**config.mk**
```make
export PLATFORM = sky130hd
export DESIGN_NAME = pad_in_filter
export DESIGN_NICKNAME = d
export VERILOG_FILES = /design/src/rtl/pad_in_filter.sv
export SDC_FILE = /design/constraint.sdc
export NUM_CORES = 1
export LEC_CHECK = 0
export ABC_AREA = 1
export ABC_CLOCK_PERIOD_IN_PS = 2200
export CELL_PAD_IN_SITES_DETAIL_PLACEMENT = 1
export CELL_PAD_IN_SITES_GLOBAL_PLACEMENT = 1
export CORE_ASPECT_RATIO = 0.8
export CORE_MARGIN = 2
export CORE_UTILIZATION = 34
export CTS_CLUSTER_SIZE = 28
export DETAILED_ROUTE_END_ITERATION = 10
export GPL_TIMING_DRIVEN = 0
export PLACE_DENSITY = 0.84
export REMOVE_ABC_BUFFERS = 1
export SYNTH_ARGS = -nofsm -noshare
export SYNTH_HDL_FRONTEND = slang
export SYNTH_SLANG_ARGS = --single-unit
```
**constraint.sdc**
```tcl
create_clock -name clk_i -period 2.2 [get_ports clk_i]
set_input_delay 0.33 -clock clk_i [delete_from_list [all_inputs] [get_ports clk_i]]
set_output_delay 0.33 -clock clk_i [all_outputs]
set_load 0.01 [all_outputs]
```
**src/rtl/pad_in_filter.sv**
```systemverilog
// pad_in_filter: synchronizes an asynchronous pad level into clk_i and optionally
// debounces it, producing a registered level plus single-cycle edge pulses.
//
// Optional feature: define PAD_IN_FILTER_EDGE_CNT_EN to add a saturating 16-bit
// counter of rise_o/fall_o pulses (ports edge_cnt_clr_i / edge_cnt_o).
//
// Parameters:
//   CntWidth        width of the debounce counter and of filter_thresh_i
// Ports:
//   clk_i           clock, all state in this domain
//   rst_ni          asynchronous active-low reset
//   pad_in_i        raw pad level, asynchronous to clk_i
//   filter_en_i     1 = debounce active, 0 = bypass (synchronized level only)
//   filter_thresh_i consecutive cycles a new level must persist before acceptance
//   edge_cnt_clr_i  (macro only) clear the edge counter, wins over increment
//   edge_cnt_o      (macro only) saturating count of rise/fall pulses
//   data_o          filtered, synchronized level (registered)
//   rise_o          one-cycle pulse when data_o goes 0->1 (registered)
//   fall_o          one-cycle pulse when data_o goes 1->0 (registered)
module pad_in_filter #(
    parameter int unsigned CntWidth = 8
) (
    input  logic                clk_i,
    input  logic                rst_ni,
    input  logic                pad_in_i,
    input  logic                filter_en_i,
    input  logic [CntWidth-1:0] filter_thresh_i,
`ifdef PAD_IN_FILTER_EDGE_CNT_EN
    input  logic                edge_cnt_clr_i,
    output logic [15:0]         edge_cnt_o,
`endif
    output logic                data_o,
    output logic                rise_o,
    output logic                fall_o
);

    typedef enum logic [0:0] {StStable, StQualify} state_e;

    state_e              state_q, state_d;
    logic                sync1_q, sync_q;
    logic                data_q, data_d;
    logic                rise_q, rise_d;
    logic                fall_q, fall_d;
    logic [CntWidth-1:0] cnt_q, cnt_d;

    logic [CntWidth-1:0] cnt_inc;
    logic [CntWidth-1:0] cnt_run;
    logic                diff;
    logic                accept;

    // Two-flop synchronizer.
    always_ff @(posedge clk_i or negedge rst_ni) begin
        if (!rst_ni) begin
            sync1_q <= 1'b0;
            sync_q  <= 1'b0;
        end else begin
            sync1_q <= pad_in_i;
            sync_q  <= sync1_q;
        end
    end

    // cnt_run is the number of consecutive differing cycles including the current
    // one, so a threshold of N accepts N cycles after sync first differs and a
    // threshold of 0 or 1 matches bypass latency.
    always_comb begin
        cnt_inc = (cnt_q == {CntWidth{1'b1}}) ? cnt_q : cnt_q + CntWidth'(1);
        cnt_run = (state_q == StStable) ? CntWidth'(1) : cnt_inc;
        diff    = (sync_q != data_q);
        accept  = diff && (cnt_run >= filter_thresh_i);
    end

    // FSM state register.
    always_ff @(posedge clk_i or negedge rst_ni) begin
        if (!rst_ni) begin
            state_q <= StStable;
        end else begin
            state_q <= state_d;
        end
    end

    // FSM next state: stay qualifying only while enabled, differing and not yet accepted.
    always_comb begin
        state_d = state_q;
        unique case (state_q)
            StStable: begin
                if (filter_en_i && diff && !accept) begin
                    state_d = StQualify;
                end
            end
            StQualify: begin
                if (!filter_en_i || !diff || accept) begin
                    state_d = StStable;
                end
            end
            default: state_d = StStable;
        endcase
    end

    // FSM outputs / datapath next state.
    always_comb begin
        cnt_d  = '0;
        data_d = data_q;
        if (!filter_en_i) begin
            data_d = sync_q;
        end else if (accept) begin
            data_d = sync_q;
        end else if (diff) begin
            cnt_d = cnt_run;
        end
        rise_d = data_d & ~data_q;
        fall_d = ~data_d & data_q;
    end

    always_ff @(posedge clk_i or negedge rst_ni) begin
        if (!rst_ni) begin
            data_q <= 1'b0;
            rise_q <= 1'b0;
            fall_q <= 1'b0;
            cnt_q  <= '0;
        end else begin
            data_q <= data_d;
            rise_q <= rise_d;
            fall_q <= fall_d;
            cnt_q  <= cnt_d;
        end
    end

    assign data_o = data_q;
    assign rise_o = rise_q;
    assign fall_o = fall_q;

`ifdef PAD_IN_FILTER_EDGE_CNT_EN
    logic [15:0] edge_cnt_q, edge_cnt_d;

    always_comb begin
        edge_cnt_d = edge_cnt_q;
        if (edge_cnt_clr_i) begin
            edge_cnt_d = '0;
        end else if ((rise_q || fall_q) && (edge_cnt_q != 16'hFFFF)) begin
            edge_cnt_d = edge_cnt_q + 16'd1;
        end
    end

    always_ff @(posedge clk_i or negedge rst_ni) begin
        if (!rst_ni) begin
            edge_cnt_q <= '0;
        end else begin
            edge_cnt_q <= edge_cnt_d;
        end
    end

    assign edge_cnt_o = edge_cnt_q;
`endif

endmodule

```
==> load_flow_metrics.sql <==
INSERT INTO impl_metrics (metric_group, metric, value, unit) VALUES
('run_status', 'outcome', 'finished with violations', ''),
('run_status', 'violations', 'setup timing', ''),
('setup_path', 'critPathCaptureType', 'flop', ''),
('power', 'power.net_switching', '0.1899', 'mW'),
('power', 'power_report.internal_total', '0.4932', 'mW'),
('setup_path', 'crit_family', 'simple AND/OR/NAND/NOR gates', ''),
('timing', 'timing.final.ws_setup', '-0.1585', 'ns'),
('power', 'static-leakage-power', '0.7912', 'nW'),
('job', 'drv.max_cap_violation_count', '0', ''),
('power', 'combinational_power_share', '20.8', '%'),
('place', 'detailedPlacementHpwl', '2087', 'um'),
('timing', 'totalNegativeSetupSlack', '-1.169', 'ns'),
('timing', 'achievable-frequency', '0.4240', 'GHz'),
('timing', 'drv_slew', '0', ''),
('timing', 'slew-limit-headroom', '55.61', '%'),
('power', 'p_sw_share', '27.80', '%'),
('setup_path', 'timing.reg2reg.worst_path_depth', '14', ''),
('grt', 'first_global_vias', '1127', ''),
('power', 'seq_power_share', '40.8', '%'),
('routing', 'totalWireLength', '4106', 'um'),
('floorplanning', 'die_area', '3405', 'um^2'),
('setup_path', 'critical_path.startpoint', 'cnt_q[0]$_DFF_PN0_', ''),
('timing', 'timing.final.hold_violations', '0', ''),
('grt', 'grt_max_degree', '15', ''),
('timing', 'layout_min_cycle_time', '2.358', 'ns'),
('clock_network', 'clock_sink_count', '14', ''),
('clock_network', 'clk_pin_slew', '0.06', 'ns'),
('place', 'place.port_buffers', '14', ''),
('grt', 'number_of_antenna_violations_at_the_first_check_in_global_routing', '0', ''),
('power', 'power.ir.vdd_worst', '0.3633', 'mV'),
('setup_path', 'setup.reg_to_reg.worst_slack', '-0.16', 'ns'),
('power', 'power.total', '0.6831', 'mW'),
('routing', 'drt_first_pass_iters', '4', ''),
('place', 'worst_slack_at_placement', '-0.1456', 'ns'),
('clock_network', 'numCtsBuffers', '3', ''),
('clock_network', 'max-clock-path-buffers', '2', ''),
('routing', 'vias_per_cell', '4.928', ''),
('routing', 'detail_route.drc_violations', '0', ''),
('hold_path', 'hold_class', 'flop to flop', ''),
('setup_path', 'crit_path_start_kind', 'flop', ''),
('setup_path', 'timing.critical_path.buf_inv', '2', ''),
('floorplanning', 'design.portCount', '15', ''),
('clock_network', 'tritoncts', 'built', ''),
('setup_path', 'worst_ep_required_time', '2.38', 'ns'),
('setup_path', 'worst_path_max_delay_cell', 'sky130_fd_sc_hd__dfrtp_1', ''),
('floorplanning', 'num_rows', '17', ''),
('setup_path', 'setup.worst_path.class', 'flop to flop', ''),
('routing', 'first_iter_violations', '32', ''),
('floorplanning', 'initial_utilization', '36.01', '%'),
('cells_and_area', 'layout-drive-gt1-share', '42.35', '%'),
('floorplanning', 'floorplan.die.width', '64.74', 'um'),
('clock_network', 'htreeDepth', '1', ''),
('cells_and_area', 'syn_to_final_growth', '55.86', '%'),
('setup_path', 'endpoint', 'cnt_q[4]$_DFF_PN0_', ''),
('setup_path', 'critPathMaxStageDelay', '0.40', 'ns'),
('timing', 'finClkSkew', '0.007018', 'ns'),
('timing', 'setup_viol_count_final', '12', ''),
('routing', 'route.detailed.wl_per_inst', '19.74', 'um'),
('logic_synthesis', 'synth-warning-count', '0', ''),
('logic_synthesis', 'ys_types', '19', ''),
('floorplanning', 'dieHeight', '52.59', 'um'),
('routing', 'drtAntennaViolNets', '0', ''),
('setup_path', 'critical_path.cell_chain', 'ha_2 -> buf_4 -> xnor2_2 -> nand2_1 -> nand2_2 -> inv_1 -> ha_1 -> nand2_2 -> nor2_1 -> nor2_1 -> nand2_1 -> nand2_4 -> nand3b_4 -> nor2_4', ''),
('place', 'gpl.final_weighted_congestion', '0.7359', ''),
('logic_synthesis', 'synth_cells', '134', ''),
('logic_synthesis', 'syn_avg_cell_area', '7.489', 'um^2'),
('setup_path', 'timing.critical_path.fanout_max', '5', ''),
('floorplanning', 'std_cell_core_area', '2786', 'um^2'),
('logic_synthesis', 'synth.yosys.seq_area_share', '34.91', '%'),
('timing', 'rsz0062_at_grt', 'true', ''),
('clock_network', 'ctsRootBufferMaster', 'sky130_fd_sc_hd__clkbuf_8', '');
kinds of logic (layout without fill, tap and decap cells):
| group | after synthesis | after routing | share of synthesized area (%) |
|---|---|---|---|
| AO/OA/AOI/OAI | 5 | 5 | 2.867 |
| buffers and inverters | 34 | 69 | 12.84 |
| adder cells (fa/ha/maj) | 9 | 9 | 11.22 |
| AND/OR/NAND/NOR | 70 | 71 | 36.41 |
| flip-flops | 14 | 14 | 34.91 |
| XOR/XNOR | 2 | 2 | 1.746 |
cell type report:
type                    instances  area [um^2]
fillers                       335         1222
clock buffers                   4        55.05
multi-input cells              87        710.7
inverters                      34        132.6
repair buffers                 31        267.8
flip-flops and latches         14        350.3
well taps                      38        47.55
layer usage:
layer  vias to the layer above  wire [um]  GRT usage (%)
li1                        470          -              -
met1                       519       1805          26.69
met2                        27       2069          40.21
met3                         9        128          2.151
met4                         0        103          8.511
met5                         -          0              0
Yosys cell counts:
cell | count | area share (%)
sky130_fd_sc_hd__nor3_2 | 1 | 1.0
sky130_fd_sc_hd__inv_2 | 1 | 0.37
sky130_fd_sc_hd__nand2_1 | 34 | 13
sky130_fd_sc_hd__a21oi_1 | 3 | 1.5
sky130_fd_sc_hd__ha_1 | 9 | 11
sky130_fd_sc_hd__nand3_2 | 5 | 5.0
sky130_fd_sc_hd__xnor2_1 | 2 | 1.7
sky130_fd_sc_hd__nand3b_4 | 1 | 2.0
sky130_fd_sc_hd__nor2_1 | 17 | 6.4
sky130_fd_sc_hd__dfrtp_1 | 14 | 35
sky130_fd_sc_hd__nand3_1 | 5 | 2.5
sky130_fd_sc_hd__o21ai_2 | 1 | 0.87
sky130_fd_sc_hd__inv_1 | 32 | 12
sky130_fd_sc_hd__or2_0 | 1 | 0.62
sky130_fd_sc_hd__clkinv_2 | 1 | 0.50
sky130_fd_sc_hd__nor2_2 | 1 | 0.62
sky130_fd_sc_hd__nand2_4 | 1 | 1.1
sky130_fd_sc_hd__o21ai_1 | 1 | 0.50
sky130_fd_sc_hd__nor2_4 | 4 | 4.5
what timing repair did:
item,in CTS,in global routing
gates resized for setup,14,31
setup buffers,13,4
pin swaps,10,17
setup endpoints to repair,12,12
gates cloned,1,0
worst register-to-register path, cell delays in order, from the launching register on:
cell	delay, ns
sky130_fd_sc_hd__dfrtp_1	0.40
sky130_fd_sc_hd__ha_2	0.22
sky130_fd_sc_hd__buf_4	0.14
sky130_fd_sc_hd__xnor2_2	0.15
sky130_fd_sc_hd__nand2_1	0.11
sky130_fd_sc_hd__nand2_2	0.09
sky130_fd_sc_hd__inv_1	0.06
sky130_fd_sc_hd__ha_1	0.31
sky130_fd_sc_hd__nand2_2	0.10
sky130_fd_sc_hd__nor2_1	0.05
sky130_fd_sc_hd__nor2_1	0.12
sky130_fd_sc_hd__nand2_1	0.10
sky130_fd_sc_hd__nand2_4	0.14
sky130_fd_sc_hd__nand3b_4	0.16
sky130_fd_sc_hd__nor2_4	0.16
power by group through the flow:
stage | combinational, mW | clock [mW] | sequential (mW)
2_1_floorplan | 0.0467 | 0 | 0.282
3_3_place_gp | 0.0855 | 0 | 0.282
3_5_place_dp | 0.0932 | 0 | 0.283
4_1_cts | 0.110 | 0.254 | 0.277
5_1_grt | 0.153 | 0.276 | 0.280
6_report | 0.142 | 0.263 | 0.279
metrics by stage:
step	hold slack (ns)	area [um^2]	util, %	std cells
global placement	0.3418	1191	42.75	186
detailed placement	0.3363	1191	42.75	186
global route	0.3780	1564	56.13	208
floorplan	0.03441	1003	-	134
finish	0.3645	1564	56.13	208
CTS	0.3631	1419	50.92	204
state kept, by name (all words and copies together) (netlist names):
| signal | count |
|---|---|
| cnt_q | 8 |
| fall_o | 1 |
| state_q | 1 |
| data_o | 1 |
| rise_o | 1 |
| sync1_q | 1 |
| sync_q | 1 |
worst min path at each step:
stage | from | endpoint | slack (ns) | cells past startpoint
after floorplan | rst_ni | cnt_q[0]$_DFF_PN0_ | 0.03 | 0
after global placement | sync1_q$_DFF_PN0_ | sync_q$_DFF_PN0_ | 0.34 | 0
after detailed placement | sync1_q$_DFF_PN0_ | sync_q$_DFF_PN0_ | 0.34 | 0
after CTS | sync1_q$_DFF_PN0_ | sync_q$_DFF_PN0_ | 0.36 | 0
after global routing | sync1_q$_DFF_PN0_ | sync_q$_DFF_PN0_ | 0.38 | 0
final | sync1_q$_DFF_PN0_ | sync_q$_DFF_PN0_ | 0.36 | 0
cell usage in the layout (no fill, tap or decap), types with 4 or more instances in the layout:
master and n:
sky130_fd_sc_hd__ha_1 4, sky130_fd_sc_hd__buf_4 17, sky130_fd_sc_hd__nand3_2 4, sky130_fd_sc_hd__inv_1 27, sky130_fd_sc_hd__clkdlybuf4s50_1 14, sky130_fd_sc_hd__inv_2 5
sky130_fd_sc_hd__clkbuf_8 4, sky130_fd_sc_hd__nor2_4 5, sky130_fd_sc_hd__nand2_1 23, sky130_fd_sc_hd__nand2_2 8, sky130_fd_sc_hd__nand2_4 4, sky130_fd_sc_hd__ha_4 4
sky130_fd_sc_hd__nor2_1 8, sky130_fd_sc_hd__dfrtp_1 14, sky130_fd_sc_hd__nor2_2 9
Note: power is estimated with default switching activity, not from simulation.
